**src/rtl/fir_pkg.sv**
```systemverilog
// Shared constants and types for the FIR control slice.
//  NUM_TAPS    : number of coefficient taps in the datapath
//  COEFF_W     : coefficient width (signed)
//  DATA_W      : input sample width (signed)
//  TAP_ADDR_W  : coefficient address width
//  COEFF_BUS_W : width of the flattened active coefficient bus
package fir_pkg;

    localparam int unsigned NUM_TAPS    = 33;
    localparam int unsigned COEFF_W     = 16;
    localparam int unsigned DATA_W      = 3;
    localparam int unsigned TAP_ADDR_W  = 6;
    localparam int unsigned COEFF_BUS_W = NUM_TAPS * COEFF_W;

    typedef logic signed [COEFF_W-1:0] coeff_t;
    typedef logic signed [DATA_W-1:0]  sample_t;

endpackage

```
**src/rtl/fir_sample_pacer.sv**
```systemverilog
// Sample pacer: divides the clock to one sample slot per SAMPLE_DIV cycles,
// holds one upstream sample, and emits the registered datapath strobes.
//  i_clk, i_rst   : clock, synchronous active-high reset
//  i_in_valid     : upstream sample valid
//  o_in_ready     : sample accepted when valid && ready
//  i_in_data      : signed input sample
//  o_fir_in       : sample presented to the datapath (held between ticks)
//  o_en_acc       : one-cycle accumulate enable, the cycle after a tick
//  o_underflow    : one-cycle pulse when a tick found the buffer empty
//  o_tick         : combinational tick (last cycle of each sample period)
module fir_sample_pacer
    import fir_pkg::*;
#(
    parameter int unsigned SAMPLE_DIV = 12
) (
    input  logic              i_clk,
    input  logic              i_rst,
    input  logic              i_in_valid,
    output logic              o_in_ready,
    input  logic [DATA_W-1:0] i_in_data,
    output logic [DATA_W-1:0] o_fir_in,
    output logic              o_en_acc,
    output logic              o_underflow,
    output logic              o_tick
);

    localparam int unsigned CNT_W = $clog2(SAMPLE_DIV);

    logic [CNT_W-1:0]  r_count;
    logic              r_full;
    sample_t           r_data;
    logic              w_tick;
    logic              w_accept;

    assign w_tick     = (r_count == CNT_W'(SAMPLE_DIV - 1));
    // On a tick the held sample is being consumed, so the slot is free again.
    assign o_in_ready = !r_full || w_tick;
    assign w_accept   = i_in_valid && o_in_ready;
    assign o_tick     = w_tick;

    always_ff @(posedge i_clk) begin
        if (i_rst) begin
            r_count     <= '0;
            r_full      <= 1'b0;
            r_data      <= '0;
            o_fir_in    <= '0;
            o_en_acc    <= 1'b0;
            o_underflow <= 1'b0;
        end else begin
            r_count <= w_tick ? '0 : r_count + CNT_W'(1);

            if (w_accept) begin
                r_data <= i_in_data;
            end

            if (w_tick) begin
                o_en_acc    <= 1'b1;
                o_fir_in    <= r_full ? r_data : '0;
                o_underflow <= !r_full;
                // Consumed this tick; stays full only if refilled now.
                r_full      <= w_accept;
            end else begin
                o_en_acc    <= 1'b0;
                o_underflow <= 1'b0;
                if (w_accept) begin
                    r_full <= 1'b1;
                end
            end
        end
    end

endmodule

```
**src/rtl/fir_coeff_sample_ctrl.sv**
```systemverilog
// Upstream control for the 33-tap transposed FIR: paces samples and manages a
// shadow/active coefficient bank whose commit lands only on sample boundaries.
//  iClk_12M, iRst : clock, synchronous active-high reset
//  iInValid/oInReady/iInData : sample handshake and data
//  iCoeffWe/iCoeffAddr/iCoeffData : shadow coefficient write port
//  iCoeffCommit   : request shadow->active copy at the next tick
//  oCoeffPending  : commit requested but not yet applied
//  oFirIn, oEnAcc : sample and accumulate strobe to the datapath
//  oCoeff         : active bank, tap k at [16k+15:16k]
//  oUnderflow     : tick with no sample held
//  oAddrErr       : write to an address beyond the last tap
module fir_coeff_sample_ctrl
    import fir_pkg::*;
#(
    parameter int unsigned SAMPLE_DIV = 12
) (
    input  logic                   iClk_12M,
    input  logic                   iRst,
    input  logic                   iInValid,
    output logic                   oInReady,
    input  logic [DATA_W-1:0]      iInData,
    input  logic                   iCoeffWe,
    input  logic [TAP_ADDR_W-1:0]  iCoeffAddr,
    input  logic [COEFF_W-1:0]     iCoeffData,
    input  logic                   iCoeffCommit,
    output logic                   oCoeffPending,
    output logic [DATA_W-1:0]      oFirIn,
    output logic                   oEnAcc,
    output logic [COEFF_BUS_W-1:0] oCoeff,
    output logic                   oUnderflow,
    output logic                   oAddrErr
);

    coeff_t                 r_shadow [NUM_TAPS];
    coeff_t                 r_active [NUM_TAPS];
    logic                   r_pending;
    logic                   r_addr_err;
    logic                   w_tick;
    logic                   w_addr_ok;
    logic [COEFF_BUS_W-1:0] w_coeff_bus;

    fir_sample_pacer #(
        .SAMPLE_DIV (SAMPLE_DIV)
    ) u_pacer (
        .i_clk       (iClk_12M),
        .i_rst       (iRst),
        .i_in_valid  (iInValid),
        .o_in_ready  (oInReady),
        .i_in_data   (iInData),
        .o_fir_in    (oFirIn),
        .o_en_acc    (oEnAcc),
        .o_underflow (oUnderflow),
        .o_tick      (w_tick)
    );

    assign w_addr_ok = (iCoeffAddr <= TAP_ADDR_W'(NUM_TAPS - 1));

    always_ff @(posedge iClk_12M) begin
        if (iRst) begin
            for (int unsigned k = 0; k < NUM_TAPS; k++) begin
                r_shadow[k] <= '0;
                r_active[k] <= '0;
            end
            r_pending  <= 1'b0;
            r_addr_err <= 1'b0;
        end else begin
            r_addr_err <= iCoeffWe && !w_addr_ok;

            if (iCoeffWe && w_addr_ok) begin
                r_shadow[iCoeffAddr] <= iCoeffData;
            end

            // Copy reads the pre-edge shadow, so a same-cycle write only
            // lands in shadow. A commit arriving on a tick without pending
            // just arms the flag for the following tick.
            if (w_tick && r_pending) begin
                for (int unsigned k = 0; k < NUM_TAPS; k++) begin
                    r_active[k] <= r_shadow[k];
                end
                r_pending <= 1'b0;
            end else if (iCoeffCommit) begin
                r_pending <= 1'b1;
            end
        end
    end

    always_comb begin
        w_coeff_bus = '0;
        for (int unsigned k = 0; k < NUM_TAPS; k++) begin
            w_coeff_bus[k*COEFF_W +: COEFF_W] = r_active[k];
        end
    end

    assign oCoeff        = w_coeff_bus;
    assign oCoeffPending = r_pending;
    assign oAddrErr      = r_addr_err;

endmodule

```
**config.mk**
```make
export PLATFORM = sky130hd
export DESIGN_NAME = fir_coeff_sample_ctrl
export DESIGN_NICKNAME = d
export VERILOG_FILES = /design/src/rtl/fir_pkg.sv /design/src/rtl/fir_sample_pacer.sv /design/src/rtl/fir_coeff_sample_ctrl.sv
export SDC_FILE = /design/constraint.sdc
export NUM_CORES = 1
export LEC_CHECK = 0
export ABC_AREA = 1
export BUFFER_PORTS_ARGS = -buffer_cell sky130_fd_sc_hd__buf_2
export CAP_MARGIN = 20
export CORE_UTILIZATION = 50
export DETAILED_ROUTE_END_ITERATION = 16
export PLACE_DENSITY = 0.71
export SYNTH_ARGS = -nofsm -noshare
export SYNTH_HDL_FRONTEND = slang
export SYNTH_SLANG_ARGS = --single-unit
```
**constraint.sdc**
```tcl
create_clock -name iClk_12M -period 46.8 [get_ports iClk_12M]
set_input_delay 11.7 -clock iClk_12M [delete_from_list [all_inputs] [get_ports iClk_12M]]
set_output_delay 11.7 -clock iClk_12M [all_outputs]
set_load 0.02 [all_outputs]
```
==> results of run 1 <==
==> synth_stat cells <==
| cell type | instances |
|---|---|
| nor2_1 | 1004 |
| nor2_4 | 2 |
| nor2_2 | 92 |
| a21oi_1 | 5 |
| or2_2 | 1 |
| o21ai_0 | 1 |
| buf_4 | 2 |
| nand3_2 | 23 |
| nand2_2 | 2 |
| buf_12 | 1 |
| edfxtp_1 | 1056 |
| nand3_4 | 10 |
| dfxtp_1 | 15 |
| nand3_1 | 18 |
| buf_6 | 12 |
| inv_4 | 1 |
| ha_1 | 1 |
| xnor2_1 | 1 |
| nand2_1 | 49 |
| inv_2 | 1 |
| buf_2 | 73 |
| clkbuf_1 | 60 |
| inv_1 | 559 |
| nand4_1 | 1 |
| nor3_1 | 1 |
==> layer usage <==
| metal | GRT usage [%] | up-vias |
|---|---|---|
| met5 | 0 | - |
| met4 | 8.212 | 2 |
| met3 | 4.672 | 161 |
| met2 | 41.18 | 1141 |
| met1 | 31.92 | 11350 |
| li1 | - | 10640 |
==> registers in the layout, indices dropped and copies added, names as in the netlist <==
register / flops
u_pacer.r_count: 4
u_pacer.o_underflow: 1
r_active: 528
u_pacer.o_en_acc: 1
oAddrErr: 1
u_pacer.r_full: 1
r_shadow: 528
u_pacer.r_data: 3
oCoeffPending: 1
u_pacer.o_fir_in: 3
==> final timing paths <==
path	slack, ns	to	depth (start not counted)
max	32.42	r_shadow[23][15]	7
min reg2reg	0.44	u_pacer.r_count[0]	1
min	0.44	u_pacer.r_count[0]	1
max reg2reg	43.06	r_active[0][345]	6
==> worst max-delay path, cell delays in order <==
cell,delay [ns]
buf_2,0.13
inv_2,0.08
buf_4,0.65
nand2_2,0.20
inv_4,0.68
nand3_2,0.50
nand2_1,0.66
==> kinds of logic after synthesis <==
family,after synthesis,synth area share (%)
DFF,1071,80.01
xor gates and xnor gates,1,0.02190
AOI/OAI and AO/OA,6,0.07504
buffers and inverters,709,7.171
and+or+nand+nor,1203,12.69
adders and majority gates,1,0.03127
==> cell type report <==
cell class	count	area (µm²)	share of cell area [%]
diodes	3	7.507	0.01599
clock buffers	127	2710	5.773
clock inverters	63	559.3	1.191
inverters	561	2108	4.491
multi-input cells	1211	5146	10.96
flip-flops and latches	1071	32010	68.19
well taps	1050	1314	2.798
repair buffers	594	3090	6.583
==> placed cells by master (no fill, tap or decap), drive strengths merged <==
master,Yosys,layout
clkbuf,60,127
ha,1,1
nand2,51,51
buf,88,594
nor3,1,1
diode,0,3
xnor2,1,1
o21ai,1,1
nand4,1,1
inv,561,566
nor2,1098,1098
clkinvlp,0,4
bufinv,0,6
a21oi,5,5
clkinv,0,48
dfxtp,15,15
edfxtp,1056,1056
nand3,51,51
or2,1,1
==> power breakdown <==
group	leakage, nW	internal (mW)	switching (mW)	total, mW
sequential	10.6	1.09	0.0167	1.11
combinational	8.33	0.0178	0.0776	0.0954
clock	1.58	0.447	0.355	0.802
total	20.5	1.56	0.449	2.01
==> through the flow <==
step / setup slack [ns] / utilization [%] / total power, mW / instances
floorplan: 7.182 / - / 1.208 / 2991
global placement: 31.88 / 55.15 / 1.223 / 4486
detailed placement: 31.79 / 55.15 / 1.224 / 4486
CTS: 32.51 / 59.29 / 2.015 / 4676
global route: 32.33 / 59.32 / 2.058 / 4677
finish: 32.42 / 59.33 / 2.006 / 4680
==> impl_metrics.toml, run 1 <==
[grt]
grt_start_max_net_pins = 195
grt_pass1_vias = 21880
grtUsageTotal_pct = 24.42
antenna_found_initial = 6
overflow = 0
grt_pass1_wl_mm = 142.7

[clock_tree]
cts_resized = 0
clock_latency_ns = 0.68
postCtsHoldBufs = 0
cts_htree_levels = 3
post_cts.repair.setup_buffers = 0
clk_pin_slew_worst_paths_ns = 0.06
cts_tree = "built"
cts_buffers = 104
clkSinkCount = 1071
root_buffer = "clkbuf_16"
clockBufferDepth = 3

[timing]
max_freq_mhz = 69.54
worst_pin_slew_ns = 1.091
finalHoldViolations = 0
rsz0062_at_grt = "no"
finalSetupViolCount = 0
tns_ns = 0
fin_skew_ns = 0.02679
holdWs_ns = 0.4439
finalCritPeriodShare_pct = 30.73
report.final.slew_viol_count = 0
slew-limit-headroom_pct = 27.29
period_needed_ns = 14.38

[logic_synthesis]
synth_seq_cells = 1071
synth_area_leaders = "edfxtp_1 (79%), nor2_1 (9.4%), inv_1 (5.2%)"
syn_nets = 3022
syn_inst = 2991
synth_top_cell_by_area = "edfxtp_1"
syn_area_um2 = 40010
yosysTopAreaCellShare_pct = 79.26
yosysSeqAreaShare_pct = 80.01
syn_avg_cell_area_um2 = 13.38
ys_types = 25
yosysWarningCount = 0

[floorplanning]
ioPinCount = 566
rows = 103
die_area_um2 = 81150
core_area_um2 = 79130
die_y_um = 284.9
die_x_um = 284.9
initial_core_util_pct = 50.56

[setup_path]
critPathKind = "input pin to register"
path_max_fanout = 41
critPathLaunch = "iRst"
worst_setup_path_end_kind = "register"
start_kind = "input pin"
arrival_ns = 14.67
reg2reg_from = "u_pacer.r_count[0]"
cp.required_ns = 47.09

[place]
dp_hpwl_mm = 60.01
port_buffers = 565
place_area_um2 = 43640
gp_congestion = 0.8135

[routing]
drt_iter0_markers = 2377
dr.pass1.iters = 8
ant_nets = 0
routed_via_density = 4.975
dr_wl_met3_mm = 8.911
dr.max_layer_used = "met5"
drt-met1-wl_mm = 38.47
drt-total-wl_mm = 100.9
drc = 0
vias = 23290
wl_per_cell_um = 21.55
met2_length_mm = 50.62

[finish]
area_growth_pct = 17.34
finalInstanceArea_um2 = 46950
fin_nets = 3574
fill_cells = 6074
drive_gt1_share_pct = 24.37

[outcome]
outcome = "completed"

[hold_path]
hp-start = "u_pacer.r_count[0]"
hold_class = "register to register"

[power]
p_per_area_nw_per_um2 = 42.74
p_leak_nw = 20.49
ir_drop_uv = 37.21

[run]
maxCapViolCount = 0
(Power assumes the default switching activity.)
==> run 2: changes to the inputs <==
Settings changed: PLACE_DENSITY 0.71 to 0.74.
Clock period 46.8 ns to 11.6 ns, I/O delays scaled along.
==> impl_metrics.toml, run 2 (synthesis gave the netlist of run 1 again) <==
[outcome]
outcome = "completed"

[power]
p_leak_nw = 20.48
p_per_area_nw_per_um2 = 173.0
ir_drop_uv = 147.3
power_mw = 8.124

[clock_tree]
clockBufferDepth = 3
root_buffer = "clkbuf_16"
cts_buffers = 103
post_cts.repair.setup_buffers = 0
clock_latency_ns = 0.69
cts_htree_levels = 3
clk_pin_slew_worst_paths_ns = 0.06
cts_tree = "built"
postCtsHoldBufs = 0
clkSinkCount = 1071
cts_resized = 0

[timing]
layout_setup_ws_ns = 5.941
report.final.slew_viol_count = 0
rsz0062_at_grt = "no"
slew-limit-headroom_pct = 20.18
fin_skew_ns = 0.06322
finalCritPeriodShare_pct = 48.79
tns_ns = 0
finalHoldViolations = 0
finalSetupViolCount = 0
worst_pin_slew_ns = 1.197
max_freq_mhz = 176.7
period_needed_ns = 5.659

[place]
gp_congestion = 0.8072
place_area_um2 = 43640
dp_hpwl_mm = 60.33
port_buffers = 565
dpl_worst_slack_ns = 5.390

[setup_path]
cp.required_ns = 11.86
r2r_end = "r_active[0][259]"
start_kind = "input pin"
path_max_fanout = 180
critPathLaunch = "iRst"
arrival_ns = 5.92
worst_setup_path_end_kind = "register"
reg2reg_from = "u_pacer.r_count[0]"
slowest_delay_ns = 0.95
endpoint = "r_active[0][259]"
crit_slowest_cell = "buf_4"
worst-r2r-cell-count = 5
critPathKind = "input pin to register"
rrSetupSlack_ns = 7.68
cp_cell_sequence = "buf_2 > inv_2 > buf_4 > o21ai_4 > buf_12 > buf_4"
crit_path_frequent_cell = "buf_4"

[routing]
drt-total-wl_mm = 102.4
ant_nets = 0
drt_iter0_markers = 2525
dr.pass1.iters = 6
wl_per_cell_um = 21.89
vias = 23530
routed_via_density = 5.031
drc = 0

[floorplanning]
ioPinCount = 566
die_y_um = 284.9
rows = 103
initial_core_util_pct = 50.56
core_area_um2 = 79130
die_area_um2 = 81150
die_x_um = 284.9

[grt]
grt_start_max_net_pins = 211
antenna_found_initial = 7
grt_pass1_vias = 22270
grtUsageTotal_pct = 24.71
overflow = 0
grt_pass1_wl_mm = 144.4

[run]
maxCapViolCount = 0

[finish]
finalInstanceArea_um2 = 46960
fin_nets = 3569
mostFrequentLayoutCells = "edfxtp_1 (1056), nor2_1 (1004), buf_2 (565)"
area_growth_pct = 17.39
top_regs = "r_active (528), r_shadow (528), u_pacer.r_count (4)"
layout_commonest_cell = "edfxtp_1"
drive_gt1_share_pct = 24.08

[hold_path]
hold_depth = 1
hold_class = "register to register"
[run 2: changes by cell type in the layout (fill, tap and decap cells not counted), sizes merged]
cell / change
buf: -4
inv: -4
diode: -2
clkbuf: +10
clkinv: -5
bufinv: +2
[run 2: report_power, final]
group          total [mW]  leakage, nW  internal (mW)  switching [mW]
Sequential           4.47         10.6           4.41          0.0669
Combinational       0.384         8.31         0.0715           0.312
Clock                3.27         1.58           1.83            1.43
[run 2: area by class of cell]
class	instances	area, µm²
multi-input cells	1211	5146
diodes	1	2.502
flip-flops and latches	1071	32010
inverters	561	2108
well taps	1050	1314
repair buffers	590	3065
clock inverters	56	611.8
fillers	5940	32160
clock buffers	137	2705
[run 2: per-stage QoR]
step	hold slack (ns)	utilization (%)	instances
floorplan	0.4175	-	2991
global placement	0.4352	55.16	4483
detailed placement	0.4432	55.16	4483
CTS	0.4579	59.35	4676
global route	0.4900	59.35	4676
finish	0.4507	59.35	4677
[run 2: worst min-delay path by stage]
stage,start,to
CTS,u_pacer.r_count[0],u_pacer.r_count[0]
global placement,u_pacer.r_count[0],u_pacer.r_count[0]
detailed placement,u_pacer.r_count[0],u_pacer.r_count[0]
finish,u_pacer.r_count[0],u_pacer.r_count[0]
global route,u_pacer.r_data[0],u_pacer.o_fir_in[0]
floorplan,u_pacer.r_count[0],u_pacer.r_count[0]
[run 2: worst max-delay path: cells and delay by family]
family | cells | cell delay [ns]
compound gates | 1 | 0.48
buf+inv | 5 | 2.11
[run 2: metal layers]
metal | GRT usage, % | wire, µm | up-vias
li1 | - | - | 10620
met1 | 32.93 | 38640 | 11410
met2 | 40.89 | 50440 | 1296
met3 | 4.976 | 9991 | 202
met4 | 8.051 | 3240 | 10
met5 | 0 | 60 | -
